### src/rtl/arith_csr_responder.sv
// Memory-mapped responder that issues software-written operands to an
// arithmetic unit over valid/ready, captures the 64-bit result, measures
// latency and reports completion through STATUS and a level interrupt.
//
// state  | meaning
// -------+----------------------------------------------------------
// IDLE   | no operation in flight; start accepted
// ISSUE  | dut_in_valid high, waiting for dut_in_ready
// WAIT   | operands accepted, counting cycles until result or timeout
module arith_csr_responder #(
    parameter int TIMEOUT   = 65535,
    parameter int TIMEOUT_W = 16
) (
    input  logic        clk,
    input  logic        rst_n,
    input  logic [2:0]  avs_address,
    input  logic        avs_read,
    input  logic        avs_write,
    input  logic [31:0] avs_writedata,
    output logic [31:0] avs_readdata,
    output logic        avs_readdatavalid,
    output logic [31:0] dut_op_a,
    output logic [31:0] dut_op_b,
    output logic        dut_in_valid,
    input  logic        dut_in_ready,
    input  logic [63:0] dut_res,
    input  logic        dut_res_valid,
    output logic        irq
);

    localparam logic [TIMEOUT_W:0] TIMEOUT_EXT = (TIMEOUT_W + 1)'(TIMEOUT);
    localparam logic [TIMEOUT_W:0] ONE_EXT     = (TIMEOUT_W + 1)'(1);

    typedef enum logic [1:0] {
        S_IDLE  = 2'd0,
        S_ISSUE = 2'd1,
        S_WAIT  = 2'd2
    } state_t;

    state_t state, state_nxt;

    logic [31:0]          opa, opb;
    logic [63:0]          res;
    logic [TIMEOUT_W-1:0] cycles, counter;
    logic [31:0]          runs;
    logic                 irq_en, done, err_busy, timeout;
    logic                 irq_en_nxt, done_nxt, err_busy_nxt, timeout_nxt;
    logic                 wr_ctrl, start_req, clr_req, start_go;
    logic                 res_hit, tmo_hit;
    logic [TIMEOUT_W:0]   count_inc;
    logic [31:0]          rd_data;

    assign wr_ctrl   = avs_write && (avs_address == 3'd0);
    assign start_req = wr_ctrl && avs_writedata[0];
    assign clr_req   = wr_ctrl && avs_writedata[1];
    assign start_go  = start_req && (state == S_IDLE);
    assign count_inc = {1'b0, counter} + ONE_EXT;
    // A result arriving on the last allowed cycle still counts as success.
    assign res_hit   = (state == S_WAIT) && dut_res_valid;
    assign tmo_hit   = (state == S_WAIT) && !dut_res_valid && (count_inc == TIMEOUT_EXT);

    // State register.
    always_ff @(posedge clk or negedge rst_n) begin
        if (!rst_n) state <= S_IDLE;
        else        state <= state_nxt;
    end

    // Next-state logic.
    always_comb begin
        state_nxt = state;
        case (state)
            S_IDLE:  if (start_go) state_nxt = S_ISSUE;
            S_ISSUE: if (dut_in_valid && dut_in_ready) state_nxt = S_WAIT;
            S_WAIT:  if (res_hit || tmo_hit) state_nxt = S_IDLE;
            default: state_nxt = S_IDLE;
        endcase
    end

    // dut_in_valid is registered so it tracks ISSUE from flops.
    always_ff @(posedge clk or negedge rst_n) begin
        if (!rst_n) dut_in_valid <= 1'b0;
        else        dut_in_valid <= (state_nxt == S_ISSUE);
    end

    // Status flag updates: clear before start, completion events last.
    always_comb begin
        irq_en_nxt   = irq_en;
        done_nxt     = done;
        err_busy_nxt = err_busy;
        timeout_nxt  = timeout;
        if (wr_ctrl) irq_en_nxt = avs_writedata[2];
        if (clr_req) begin
            done_nxt     = 1'b0;
            err_busy_nxt = 1'b0;
            timeout_nxt  = 1'b0;
        end
        if (start_req) begin
            if (state != S_IDLE) begin
                err_busy_nxt = 1'b1;
            end else begin
                done_nxt    = 1'b0;
                timeout_nxt = 1'b0;
            end
        end
        if (res_hit) done_nxt = 1'b1;
        if (tmo_hit) begin
            done_nxt    = 1'b1;
            timeout_nxt = 1'b1;
        end
    end

    // Flag registers; irq is built from next values so it rises with done.
    always_ff @(posedge clk or negedge rst_n) begin
        if (!rst_n) begin
            irq_en   <= 1'b0;
            done     <= 1'b0;
            err_busy <= 1'b0;
            timeout  <= 1'b0;
            irq      <= 1'b0;
        end else begin
            irq_en   <= irq_en_nxt;
            done     <= done_nxt;
            err_busy <= err_busy_nxt;
            timeout  <= timeout_nxt;
            irq      <= done_nxt && irq_en_nxt;
        end
    end

    // Operand registers and the copies presented to the arithmetic unit.
    always_ff @(posedge clk or negedge rst_n) begin
        if (!rst_n) begin
            opa      <= '0;
            opb      <= '0;
            dut_op_a <= '0;
            dut_op_b <= '0;
        end else begin
            if (avs_write && avs_address == 3'd2) opa <= avs_writedata;
            if (avs_write && avs_address == 3'd3) opb <= avs_writedata;
            if (start_go) begin
                dut_op_a <= opa;
                dut_op_b <= opb;
            end
        end
    end

    // Latency counter, running only in WAIT and never passing TIMEOUT.
    always_ff @(posedge clk or negedge rst_n) begin
        if (!rst_n) begin
            counter <= '0;
        end else if (start_go) begin
            counter <= '0;
        end else if (state == S_WAIT && count_inc < TIMEOUT_EXT) begin
            counter <= count_inc[TIMEOUT_W-1:0];
        end
    end

    // Result, latency and successful-run capture.
    always_ff @(posedge clk or negedge rst_n) begin
        if (!rst_n) begin
            res    <= '0;
            cycles <= '0;
            runs   <= '0;
        end else begin
            if (res_hit) begin
                res    <= dut_res;
                cycles <= count_inc[TIMEOUT_W-1:0];
            end else if (tmo_hit) begin
                cycles <= TIMEOUT_EXT[TIMEOUT_W-1:0];
            end
            if (avs_write && avs_address == 3'd7) runs <= '0;
            else if (res_hit)                     runs <= runs + 32'd1;
        end
    end

    // Read mux over current (pre-update) register values.
    always_comb begin
        rd_data = '0;
        case (avs_address)
            3'd0: rd_data = {29'b0, irq_en, 2'b0};
            3'd1: rd_data = {28'b0, timeout, err_busy, done, state != S_IDLE};
            3'd2: rd_data = opa;
            3'd3: rd_data = opb;
            3'd4: rd_data = res[31:0];
            3'd5: rd_data = res[63:32];
            3'd6: rd_data = 32'(cycles);
            3'd7: rd_data = runs;
            default: rd_data = '0;
        endcase
    end

    // Registered read response, one cycle after the strobe.
    always_ff @(posedge clk or negedge rst_n) begin
        if (!rst_n) begin
            avs_readdata      <= '0;
            avs_readdatavalid <= 1'b0;
        end else begin
            avs_readdatavalid <= avs_read;
            avs_readdata      <= avs_read ? rd_data : 32'd0;
        end
    end

endmodule
### config.mk
export PLATFORM = sky130hd
export DESIGN_NAME = arith_csr_responder
export DESIGN_NICKNAME = d
export VERILOG_FILES = /design/src/rtl/arith_csr_responder.sv
export SDC_FILE = /design/constraint.sdc
export NUM_CORES = 1
export LEC_CHECK = 0
export ABC_AREA = 1
export BUFFER_PORTS_ARGS = -buffer_cell sky130_fd_sc_hd__buf_4
export CORE_UTILIZATION = 29
export CTS_CLUSTER_SIZE = 14
export DETAILED_ROUTE_END_ITERATION = 10
export GPL_TIMING_DRIVEN = 0
export PLACE_DENSITY = 0.49
export SETUP_SLACK_MARGIN = 0.15
export SLEW_MARGIN = 0
export SYNTH_ARGS = -nofsm -noshare
export SYNTH_HDL_FRONTEND = slang
export SYNTH_SLANG_ARGS = --single-unit
### constraint.sdc
create_clock -name clk -period 2.4 [get_ports clk]
set_clock_uncertainty 0.15 [all_clocks]
set_input_delay 0.24 -clock clk [delete_from_list [all_inputs] [get_ports clk]]
set_output_delay 0.24 -clock clk [all_outputs]
set_load 0.02 [all_outputs]
==> results.tsv, run 1 <==
stage	metric	value	unit
clock_network	CTS tree	yes	
detailed_routing	final WL	50500	um
clock_network	H-tree depth	2	
detailed_routing	vias per cell	4.85	
yosys	synth unique cells	44	
clock_network	clk slew on worst S/H paths	0.05	ns
sta	Rel. slew slack	0.414	
clock_network	root buffer cell	clkbuf_16	
sta	period utilization	0.918	
finish	synth-to-layout area growth	37.5	%
worst_setup_path	CP required	2.66	ns
worst_setup_path	buffers plus inverters on the worst setup path	2	
sta	Hold WS	0.105	ns
sta	Hold Vio Cnt, Final	0	
worst_setup_path	Worst R2R Start	counter[0]$_DFFE_PN0P_	
place	gpl congestion	0.876	
finish	Final #Nets	2089	
yosys	#FFs+latches synth	297	
yosys	post-synthesis cell count	1616	
finish	layout cells sized above 1	0.188	
hold_path	Hold WC Path Type	in2async	
sta	Slew Limit Fails	0	
floorplanning	Die Wd	217	um
worst_setup_path	Crit path depth	14	
floorplanning	Initial Util	0.295	
global_routing	GR Overflow Total	0	
detailed_routing	wire length on met3	2680	um
worst_setup_path	crit path kind	reg2reg	
power_and_ir_drop	Max IR drop VDD	0.000537	V
worst_setup_path	Reg2Reg Depth	14	
detailed_routing	met1 wire length	22700	um
worst_setup_path	biggest cell delay along the critical path	0.40	ns
finish	most frequent cells in the layout	582 x nand2_1, 291 x dfrtp_1, 221 x buf_4	
worst_setup_path	Setup crit start kind	register	
power_and_ir_drop	Pleak	8.90	nW
worst_setup_path	most frequent CP cell	nor2_4	
finish	most common cell after layout, fill and taps aside	nand2_1	
worst_setup_path	critical path, cell by cell	ha_4, nand2_4, nor2_4, nand2_4, nor2_4, nand2_1, nand2_2, nand2_2, nor2_4, nand4_4, buf_6, clkbuf_16, nand3_1, nand2_1	
yosys	synth warn	0	
sta	min Tclk post-route	2.20	ns
clock_network	Clock Sinks	297	
place	Placed Area	15800	um2
floorplanning	Die Ht	217	um
sta	Tightest Pin Transition	0.876	ns
power_and_ir_drop	pwr/cell area	939	nW/um2
place	# port buffers	203	
global_routing	GRT Overall Usage	0.214	
worst_setup_path	Slowest cell on crit path	dfrtp_2	
run	maxcap violations	0	
worst_setup_path	critical path arrival	2.47	ns
sta	fmax	454	MHz
worst_setup_path	R2R Path End	cycles[10]$_DFFE_PN0P_	
global_routing	initial antenna violation count	0	
sta	final setup vio count	0	
yosys	Mapped Nets	1724	
detailed_routing	metal2 WL	23800	um
sta	setup TNS	0	ns
status	status	complete, no violations	
global_routing	first-pass GRT wire length	76500	um
finish	Final Instance Area	18400	um2
place	dpl hpwl	37900	um
detailed_routing	Top Metal Used	met4	
finish	Final Util	0.406	
worst_setup_path	R2R setup slack	0.20	ns
worst_setup_path	CP endpoint kind	register	
sta	RSZ-0062 raised after global routing	true	
clock_network	later-pin clock latency in the skew report	0.54	ns
detailed_routing	DRT antenna net count	0	
yosys	Synth Area per Inst	8.30	um2
detailed_routing	DRT iter0 DRCs	1116	
global_routing	largest net degree at the start of global routing	115	
worst_setup_path	worst-path maximum fanout	7	
yosys	mapped cell area	13400	um2
floorplanning	Site Rows	78	
worst_setup_path	critical path's top delay family	simple AND/OR/NAND/NOR gates	
floorplanning	Core ar.	45500	um2
detailed_routing	vias	12634	
clock_network	CTS buffer count	34	
floorplanning	total die area	47100	um2
yosys	post-synthesis sequential area ratio	0.554	
detailed_routing	Avg WL per Cell	19.4	um
detailed_routing	# DRC	0	
clock_network	CTS max path bufs	3	
floorplanning	# IOs	204	
detailed_routing	Initial DRT Pass Iterations	7	
global_routing	number of global-route vias before repair	12657	
-- what timing repair did --
action,4_1_cts,5_1_grt
pin swaps,4,18
gates cloned,0,1
hold buffers,101,0
hold endpoints to repair,209,0
gates resized for setup,24,53
setup buffers,13,9
endpoints found under the setup margin,164,54
-- worst max path at each step --
stage                                       from                       end  slack, ns
after floorplan           counter[0]$_DFFE_PN0P_    cycles[10]$_DFFE_PN0P_       0.30
after CTS                 counter[0]$_DFFE_PN0P_     cycles[9]$_DFFE_PN0P_       0.15
after detailed placement          avs_address[1]   dut_op_a[3]$_DFFE_PN0P_      -0.42
after global routing      counter[1]$_DFFE_PN0P_     cycles[9]$_DFFE_PN0P_       0.08
after global placement                     rst_n  dut_op_b[22]$_DFFE_PN0P_      -1.90
final                     counter[0]$_DFFE_PN0P_    cycles[10]$_DFFE_PN0P_       0.20
-- cell families (layout without fill, tap and decap cells) --
group                    after synthesis  after routing  share of synthesized area
other                                  0              1                          0
buffers and inverters                212            602                     0.0626
AND/OR/NAND/NOR                      870            870                      0.277
adder cells (fa/ha/maj)                3              3                    0.00280
flip-flops                           297            297                      0.554
AO/OA/AOI/OAI                        230            230                      0.101
XOR/XNOR                               4              4                    0.00261
-- state kept, by name, indices dropped and copies added, names as in the netlist --
name and count:
res 64, dut_in_valid 1, runs 32, dut_op_b 32
irq 1, done 1, err_busy 1, opb 32
opa 32, avs_readdata 32, cycles 16, counter 16
dut_op_a 32, avs_readdatavalid 1, timeout 1, irq_en 1
state 2
-- Yosys cell counts, drive strengths merged --
master | instances | area (um2)
nand2 | 597 | 2260
dfrtp | 297 | 7430
o21ai | 135 | 679
inv | 132 | 495
nand3 | 126 | 658
nor2 | 72 | 325
clkbuf | 59 | 221
nand4 | 34 | 219
a21oi | 32 | 164
nor3 | 23 | 130
buf | 21 | 123
a41oi | 18 | 158
a22oi | 12 | 90.1
nor4 | 8 | 50.1
a221oi | 7 | 61.3
o221ai | 7 | 61.3
a31oi | 6 | 37.5
nand3b | 6 | 45.0
xor2 | 4 | 35.0
a32oi | 3 | 26.3
ha | 3 | 37.5
o31ai | 3 | 22.5
a311oi | 2 | 17.5
o22ai | 2 | 12.5
or2 | 2 | 15.0
a211oi | 1 | 7.51
and3 | 1 | 6.26
nor3b | 1 | 7.51
o2111ai | 1 | 8.76
o21bai | 1 | 7.51
-- stage by stage --
stage	power (W)	std cells	setup slack, ns
2_1_floorplan	0.00957	1616	0.304
3_3_place_gp	0.0115	2419	-1.90
3_5_place_dp	0.0116	2421	-0.422
4_1_cts	0.0173	2596	0.153
5_1_grt	0.0183	2606	0.0848
6_report	0.0173	2607	0.196
-- layout make-up --
type | count | area [um2]
Fill cell | 4662 | 27000
Inverter | 132 | 498
Clock buffer | 43 | 956
Tap cell | 600 | 751
Antenna cell | 1 | 2.50
Sequential cell | 297 | 7440
Multi-Input combinational cell | 1107 | 5380
Timing Repair Buffer | 329 | 2820
Clock inverter | 18 | 226
Buffer | 80 | 365
-- power breakdown --
part | switching (W) | internal (W)
clock | 0.00220 | 0.00328
sequential | 0.00107 | 0.00644
combinational | 0.00257 | 0.00176
-- layer usage --
| metal | vias up | global-route usage |
|---|---|---|
| met2 | 359 | 0.353 |
| met1 | 6172 | 0.289 |
| li1 | 6026 | - |
| met5 | - | 0 |
| met3 | 77 | 0.0354 |
| met4 | 0 | 0.0631 |
Power figures use the tool's default switching activity.
==> run 2, diff against run 1 <==
- CELL_PAD_IN_SITES_DETAIL_PLACEMENT: default -> 2
- CELL_PAD_IN_SITES_GLOBAL_PLACEMENT: default -> 2
- PLACE_DENSITY: 0.49 -> 0.73
==> results.tsv, run 2 (same netlist as run 1, synthesis figures left out) <==
stage	metric	value	unit	change
status	status	complete, no violations		unchanged
finish	Biggest register	res		unchanged
floorplanning	Core ar.	45500	um2	unchanged
finish	Final Util	0.415		was 0.406
clock_network	H-tree depth	2		unchanged
worst_setup_path	Setup crit start kind	register		unchanged
floorplanning	Die Ht	217	um	unchanged
clock_network	Clock Sinks	297		unchanged
power_and_ir_drop	pwr/cell area	981	nW/um2	was 939 nW/um2
sta	period utilization	0.963		was 0.918
sta	min Tclk post-route	2.31	ns	was 2.20 ns
place	dpl hpwl	42500	um	was 37900 um
global_routing	number of global-route vias before repair	14917		was 12.7k
sta	RSZ-0062 raised after global routing	true		unchanged
detailed_routing	Initial DRT Pass Iterations	5		was 7
run	maxcap violations	0		unchanged
detailed_routing	DRT antenna net count	0		unchanged
finish	most frequent cells in the layout	567 x nand2_1, 289 x dfrtp_1, 241 x buf_4		was 582 x nand2_1, 291 x dfrtp_1, 221 x buf_4
global_routing	GRT Overall Usage	0.258		was 0.214
finish	most common cell after layout, fill and taps aside	nand2_1		unchanged
detailed_routing	Avg WL per Cell	23.3	um	was 19.4 um
power_and_ir_drop	Max IR drop VDD	0.000495	V	was 0.000537 V
power_and_ir_drop	Pleak	9.11	nW	was 8.90 nW
clock_network	CTS tree	yes		unchanged
detailed_routing	# DRC	0		unchanged
floorplanning	total die area	47100	um2	unchanged
place	# port buffers	203		unchanged
worst_setup_path	end point of the critical path	cycles[12]$_DFFE_PN0P_		was cycles[10]$_DFFE_PN0P_
global_routing	largest net degree at the start of global routing	118		was 115
finish	max FFs per register	64		unchanged
clock_network	clk slew on worst S/H paths	0.06	ns	was 0.05 ns
worst_setup_path	CP endpoint kind	register		unchanged
global_routing	first-pass GRT wire length	91800	um	was 76500 um
detailed_routing	final WL	61300	um	was 50500 um
clock_network	root buffer cell	clkbuf_16		unchanged
clock_network	CTS max path bufs	3		unchanged
worst_setup_path	Crit. Startpoint	counter[0]$_DFFE_PN0P_		unchanged
worst_setup_path	R2R setup slack	0.09	ns	was 0.20 ns
detailed_routing	DRT iter0 DRCs	798		was 1116
place	gpl congestion	0.866		was 0.876
sta	Rel. slew slack	0.356		was 0.414
global_routing	GR Overflow Total	0		unchanged
sta	Tightest Pin Transition	0.962	ns	was 0.876 ns
detailed_routing	vias	13457		was 12.6k
finish	layout cells sized above 1	0.217		was 0.188
worst_setup_path	worst-path maximum fanout	10		was 7
sta	Hold WS	0.0823	ns	was 0.105 ns
worst_setup_path	CP required	2.67	ns	was 2.66 ns
floorplanning	Site Rows	78		unchanged
place	dpl ws	-0.472	ns	was -0.422 ns
worst_setup_path	Reg2Reg Depth	13		was 14
floorplanning	# IOs	204		unchanged
detailed_routing	vias per cell	5.11		was 4.85
sta	final setup vio count	0		unchanged
worst_setup_path	Worst R2R Start	counter[0]$_DFFE_PN0P_		unchanged
sta	Hold Vio Cnt, Final	0		unchanged
floorplanning	Die Wd	217	um	unchanged
global_routing	initial antenna violation count	1		was 0
worst_setup_path	R2R Path End	cycles[12]$_DFFE_PN0P_		was cycles[10]$_DFFE_PN0P_
floorplanning	Initial Util	0.295		unchanged
clock_network	CTS buffer count	36		was 34
clock_network	later-pin clock latency in the skew report	0.55	ns	was 0.54 ns
worst_setup_path	crit path kind	reg2reg		unchanged
sta	Worst Slack Setup Final	0.0882	ns	was 0.196 ns
finish	synth-to-layout area growth	40.8	%	was 37.5%
sta	Slew Limit Fails	0		unchanged
finish	Final #Nets	2113		was 2089
sta	fmax	433	MHz	was 454 MHz
worst_setup_path	critical path arrival	2.59	ns	was 2.47 ns
hold_path	Hold WC Path Type	in2async		unchanged
-- run 2: what timing repair did --
action                                 CTS  global route
endpoints found under the hold margin  202             0
gates cloned                             0             1
setup endpoints to repair              179            86
resized for setup                       57            78
hold buffers                           101             0
pin swaps                               11            20
setup buffers                           20            24
-- run 2: worst min-delay path by stage --
stage	startpoint	to	slack [ns]	depth (start not counted)
floorplan	rst_n	avs_readdata[0]$_DFF_PN0_	-0.21	0
global placement	avs_read	avs_readdatavalid$_DFF_PN0_	0.24	1
detailed placement	rst_n	counter[5]$_DFFE_PN0P_	0.09	1
CTS	rst_n	counter[5]$_DFFE_PN0P_	0.09	2
global route	rst_n	counter[13]$_DFFE_PN0P_	0.14	2
finish	rst_n	counter[6]$_DFFE_PN0P_	0.08	2
-- run 2: cell type report --
cell class / instances / area [um2]
diodes: 3 / 7.51
plain buffers: 80 / 377
clock buffers: 48 / 1050
clock inverters: 15 / 215
fillers: 5075 / 26600
inverters: 132 / 500
multi-input cells: 1107 / 5540
flip-flops and latches: 297 / 7440
well taps: 600 / 751
repair buffers: 351 / 3000
-- run 2: worst max-delay path, stage by stage (launching register included) --
cell and delay (ns):
dfrtp_2 0.43, buf_6 0.15, nand3_4 0.13, inv_4 0.07, nand2_2 0.10, nand2_1 0.11
nand2_2 0.12, nand2_2 0.07, nor3_4 0.26, nand4_4 0.15, buf_6 0.16, buf_8 0.14
nand3_1 0.08, nand2_1 0.07
-- run 2: per-stage QoR --
stage / TNS (ns) / cells / total power [W] / area, um2
final: 0 / 2633 / 0.0185 / 18900
after global routing: -0.0000715 / 2630 / 0.0194 / 18900
after CTS: 0 / 2605 / 0.0181 / 18400
after detailed placement: -53.60 / 2421 / 0.0118 / 15800
after global placement: -605.51 / 2419 / 0.0115 / 15700
after floorplan: 0 / 1616 / 0.00957 / 13400
-- run 2: routing by layer --
layer / GRT usage / wire [um]
met3: 0.0391 / 2780
met5: 0 / 13
met4: 0.0967 / 1940
met1: 0.329 / 26100
met2: 0.441 / 30500
-- run 2: power breakdown --
group | switching, W | internal, W | total (W)
combinational | 0.00298 | 0.00196 | 0.00495
clock | 0.00234 | 0.00361 | 0.00595
sequential | 0.00118 | 0.00645 | 0.00763
==> run 3, diff against run 2 <==
- PLACE_DENSITY: 0.73 -> 0.78
==> results.tsv, run 3 (same netlist as run 1, synthesis figures left out) <==
stage	metric	value	unit	change
place	dpl cells	2421		unchanged
clock_network	clk slew on worst S/H paths	0.06	ns	about the same
power_and_ir_drop	Pleak	9.07	nW	was 9.11 nW
global_routing	largest net degree at the start of global routing	123		was 118
sta	Hold WS	0.0423	ns	was 0.0823 ns
finish	Biggest register	res		unchanged
clock_network	root buffer cell	clkbuf_16		unchanged
detailed_routing	Initial DRT Pass Iterations	5		unchanged
status	failing checks	negative setup slack		
sta	Slew Limit Fails	0		unchanged
sta	fmax	415	MHz	was 433 MHz
sta	Tightest Pin Transition	1.05	ns	was 0.962 ns
hold_path	Hold WC Path Type	in2reg		was in2async
run	maxcap violations	0		unchanged
finish	most frequent cells in the layout	577 x nand2_1, 290 x dfrtp_1, 234 x buf_4		was 567 x nand2_1, 289 x dfrtp_1, 241 x buf_4
detailed_routing	# DRC	0		unchanged
finish	Finished Layout Cells	2629		was 2633
finish	max FFs per register	64		unchanged
floorplanning	Die Wd	217	um	unchanged
finish	synth-to-layout area growth	39.7	%	was 40.8%
sta	min Tclk post-route	2.41	ns	was 2.31 ns
place	# port buffers	203		unchanged
sta	RSZ-0062 raised after global routing	true		unchanged
power_and_ir_drop	Max IR drop VDD	0.000399	V	was 0.000495 V
worst_setup_path	Setup crit start kind	register		unchanged
global_routing	number of global-route vias before repair	15058		was 14.9k
clock_network	CTS buffer count	35		was 36
clock_network	H-tree depth	2		unchanged
worst_setup_path	CP required	2.66	ns	was 2.67 ns
worst_setup_path	Crit. Startpoint	counter[0]$_DFFE_PN0P_		unchanged
worst_setup_path	critical path arrival	2.67	ns	was 2.59 ns
worst_setup_path	Worst R2R Start	counter[0]$_DFFE_PN0P_		unchanged
worst_setup_path	end point of the critical path	counter[12]$_DFFE_PN0P_		was cycles[12]$_DFFE_PN0P_
power_and_ir_drop	pwr/cell area	963	nW/um2	was 981 nW/um2
worst_setup_path	CP endpoint kind	register		unchanged
finish	layout cells sized above 1	0.212		was 0.217
floorplanning	Initial Util	0.295		unchanged
finish	Fillers	5044		was 5075
sta	Rel. slew slack	0.296		was 0.356
global_routing	first-pass GRT wire length	94400	um	was 91800 um
detailed_routing	final WL	63300	um	was 61300 um
sta	setup TNS	-0.0123	ns	was 0 ns
status	status	finished with violations		was complete, no violations
place	dpl hpwl	42600	um	was 42500 um
detailed_routing	vias	13585		was 13.5k
clock_network	Clock Sinks	297		unchanged
detailed_routing	DRT antenna net count	0		unchanged
finish	Final #Nets	2110		was 2113
global_routing	GR Overflow Total	0		unchanged
finish	most common cell after layout, fill and taps aside	nand2_1		unchanged
worst_setup_path	R2R Path End	counter[12]$_DFFE_PN0P_		was cycles[12]$_DFFE_PN0P_
clock_network	CTS tree	yes		unchanged
detailed_routing	vias per cell	5.17		was 5.11
floorplanning	Site Rows	78		unchanged
detailed_routing	DRT iter0 DRCs	828		was 798
worst_setup_path	crit path kind	reg2reg		unchanged
worst_setup_path	worst-path maximum fanout	6		was 10
clock_network	CTS max path bufs	3		unchanged
global_routing	initial antenna violation count	1		unchanged
floorplanning	Core ar.	45500	um2	unchanged
floorplanning	total die area	47100	um2	unchanged
place	gpl congestion	0.891		was 0.866
sta	period utilization	1.01		was 0.963
clock_network	later-pin clock latency in the skew report	0.54	ns	was 0.55 ns
power_and_ir_drop	Total Power	0.0180	W	was 0.0185 W
detailed_routing	Avg WL per Cell	24.1	um	was 23.3 um
floorplanning	Die Ht	217	um	unchanged
floorplanning	# IOs	204		unchanged
worst_setup_path	R2R setup slack	-0.01	ns	was 0.09 ns
place	dpl ws	-0.626	ns	was -0.472 ns
sta	final setup vio count	1		was 0
sta	Hold Vio Cnt, Final	0		unchanged
worst_setup_path	Reg2Reg Depth	13		unchanged
sta	Worst Slack Setup Final	-0.0123	ns	was 0.0882 ns
global_routing	GRT Overall Usage	0.265		was 0.258
[run 3: cell count changes in the layout (fill, tap and decap cells not counted), moves of 3 or more]
cell / delta
nand2_1: +10
nand2_2: -8
buf_4: -7
clkbuf_2: +6
buf_6: +5
nand3_2: +4
bufinv_16: -3
nand2_4: -3
nand3_1: -3
[run 3: layer usage]
layer | wire length [um] | vias to the layer above | GRT usage
li1 | - | 6073 | -
met4 | 2200 | 0 | 0.0969
met3 | 2700 | 113 | 0.0309
met1 | 26800 | 7012 | 0.342
met2 | 31600 | 387 | 0.455
met5 | 0 | - | 0
[run 3: power by group]
| part | internal, W | switching (W) | total, W |
|---|---|---|---|
| sequential | 0.00644 | 0.00121 | 0.00765 |
| clock | 0.00317 | 0.00233 | 0.00550 |
| combinational | 0.00188 | 0.00301 | 0.00489 |
[run 3: metrics by stage]
stage                util  cell area [um2]
floorplan               -            13400
global placement    0.345            15700
detailed placement  0.346            15800
CTS                 0.405            18400
global route        0.412            18700
finish              0.412            18700
[run 3: area by class of cell]
class	instances	area [um2]	area share
diodes	1	2.50	0.000134
plain buffers	80	390	0.0208
clock buffers	50	1010	0.0541
clock inverters	13	133	0.00708
inverters	132	498	0.0266
multi-input cells	1107	5520	0.294
flip-flops and latches	297	7440	0.397
well taps	600	751	0.0401
repair buffers	349	3000	0.160
[run 3: worst min-delay path by stage]
stage	end	startpoint	slack [ns]	cells after the start
floorplan	avs_readdata[0]$_DFF_PN0_	rst_n	-0.21	0
global placement	avs_readdatavalid$_DFF_PN0_	avs_read	0.25	1
detailed placement	counter[9]$_DFFE_PN0P_	rst_n	0.09	1
CTS	avs_readdata[3]$_DFF_PN0_	avs_address[1]	0.02	4
global route	avs_readdata[3]$_DFF_PN0_	avs_address[1]	0.05	4
finish	avs_readdata[3]$_DFF_PN0_	avs_address[1]	0.04	4
[run 3: worst max-delay path, cell delays in order (launching register included)]
cell	delay, ns
dfrtp_2	0.43
buf_6	0.15
inv_2	0.08
ha_4	0.22
nor2_1	0.13
nand2_1	0.10
nor2_2	0.15
nand3_2	0.13
nor2_4	0.15
nand3_4	0.12
buf_6	0.17
clkbuf_16	0.15
nand3_2	0.07
nand2_1	0.08
[run 3: what timing repair did]
action                                  in CTS  in global routing
hold endpoints to repair                   195                  0
pin swaps                                   24                 23
buffers inserted                            22                 19
gates cloned                                 2                  1
hold buffers                               100                  0
gates resized for setup                     94                 44
endpoints found under the setup margin     177                 81
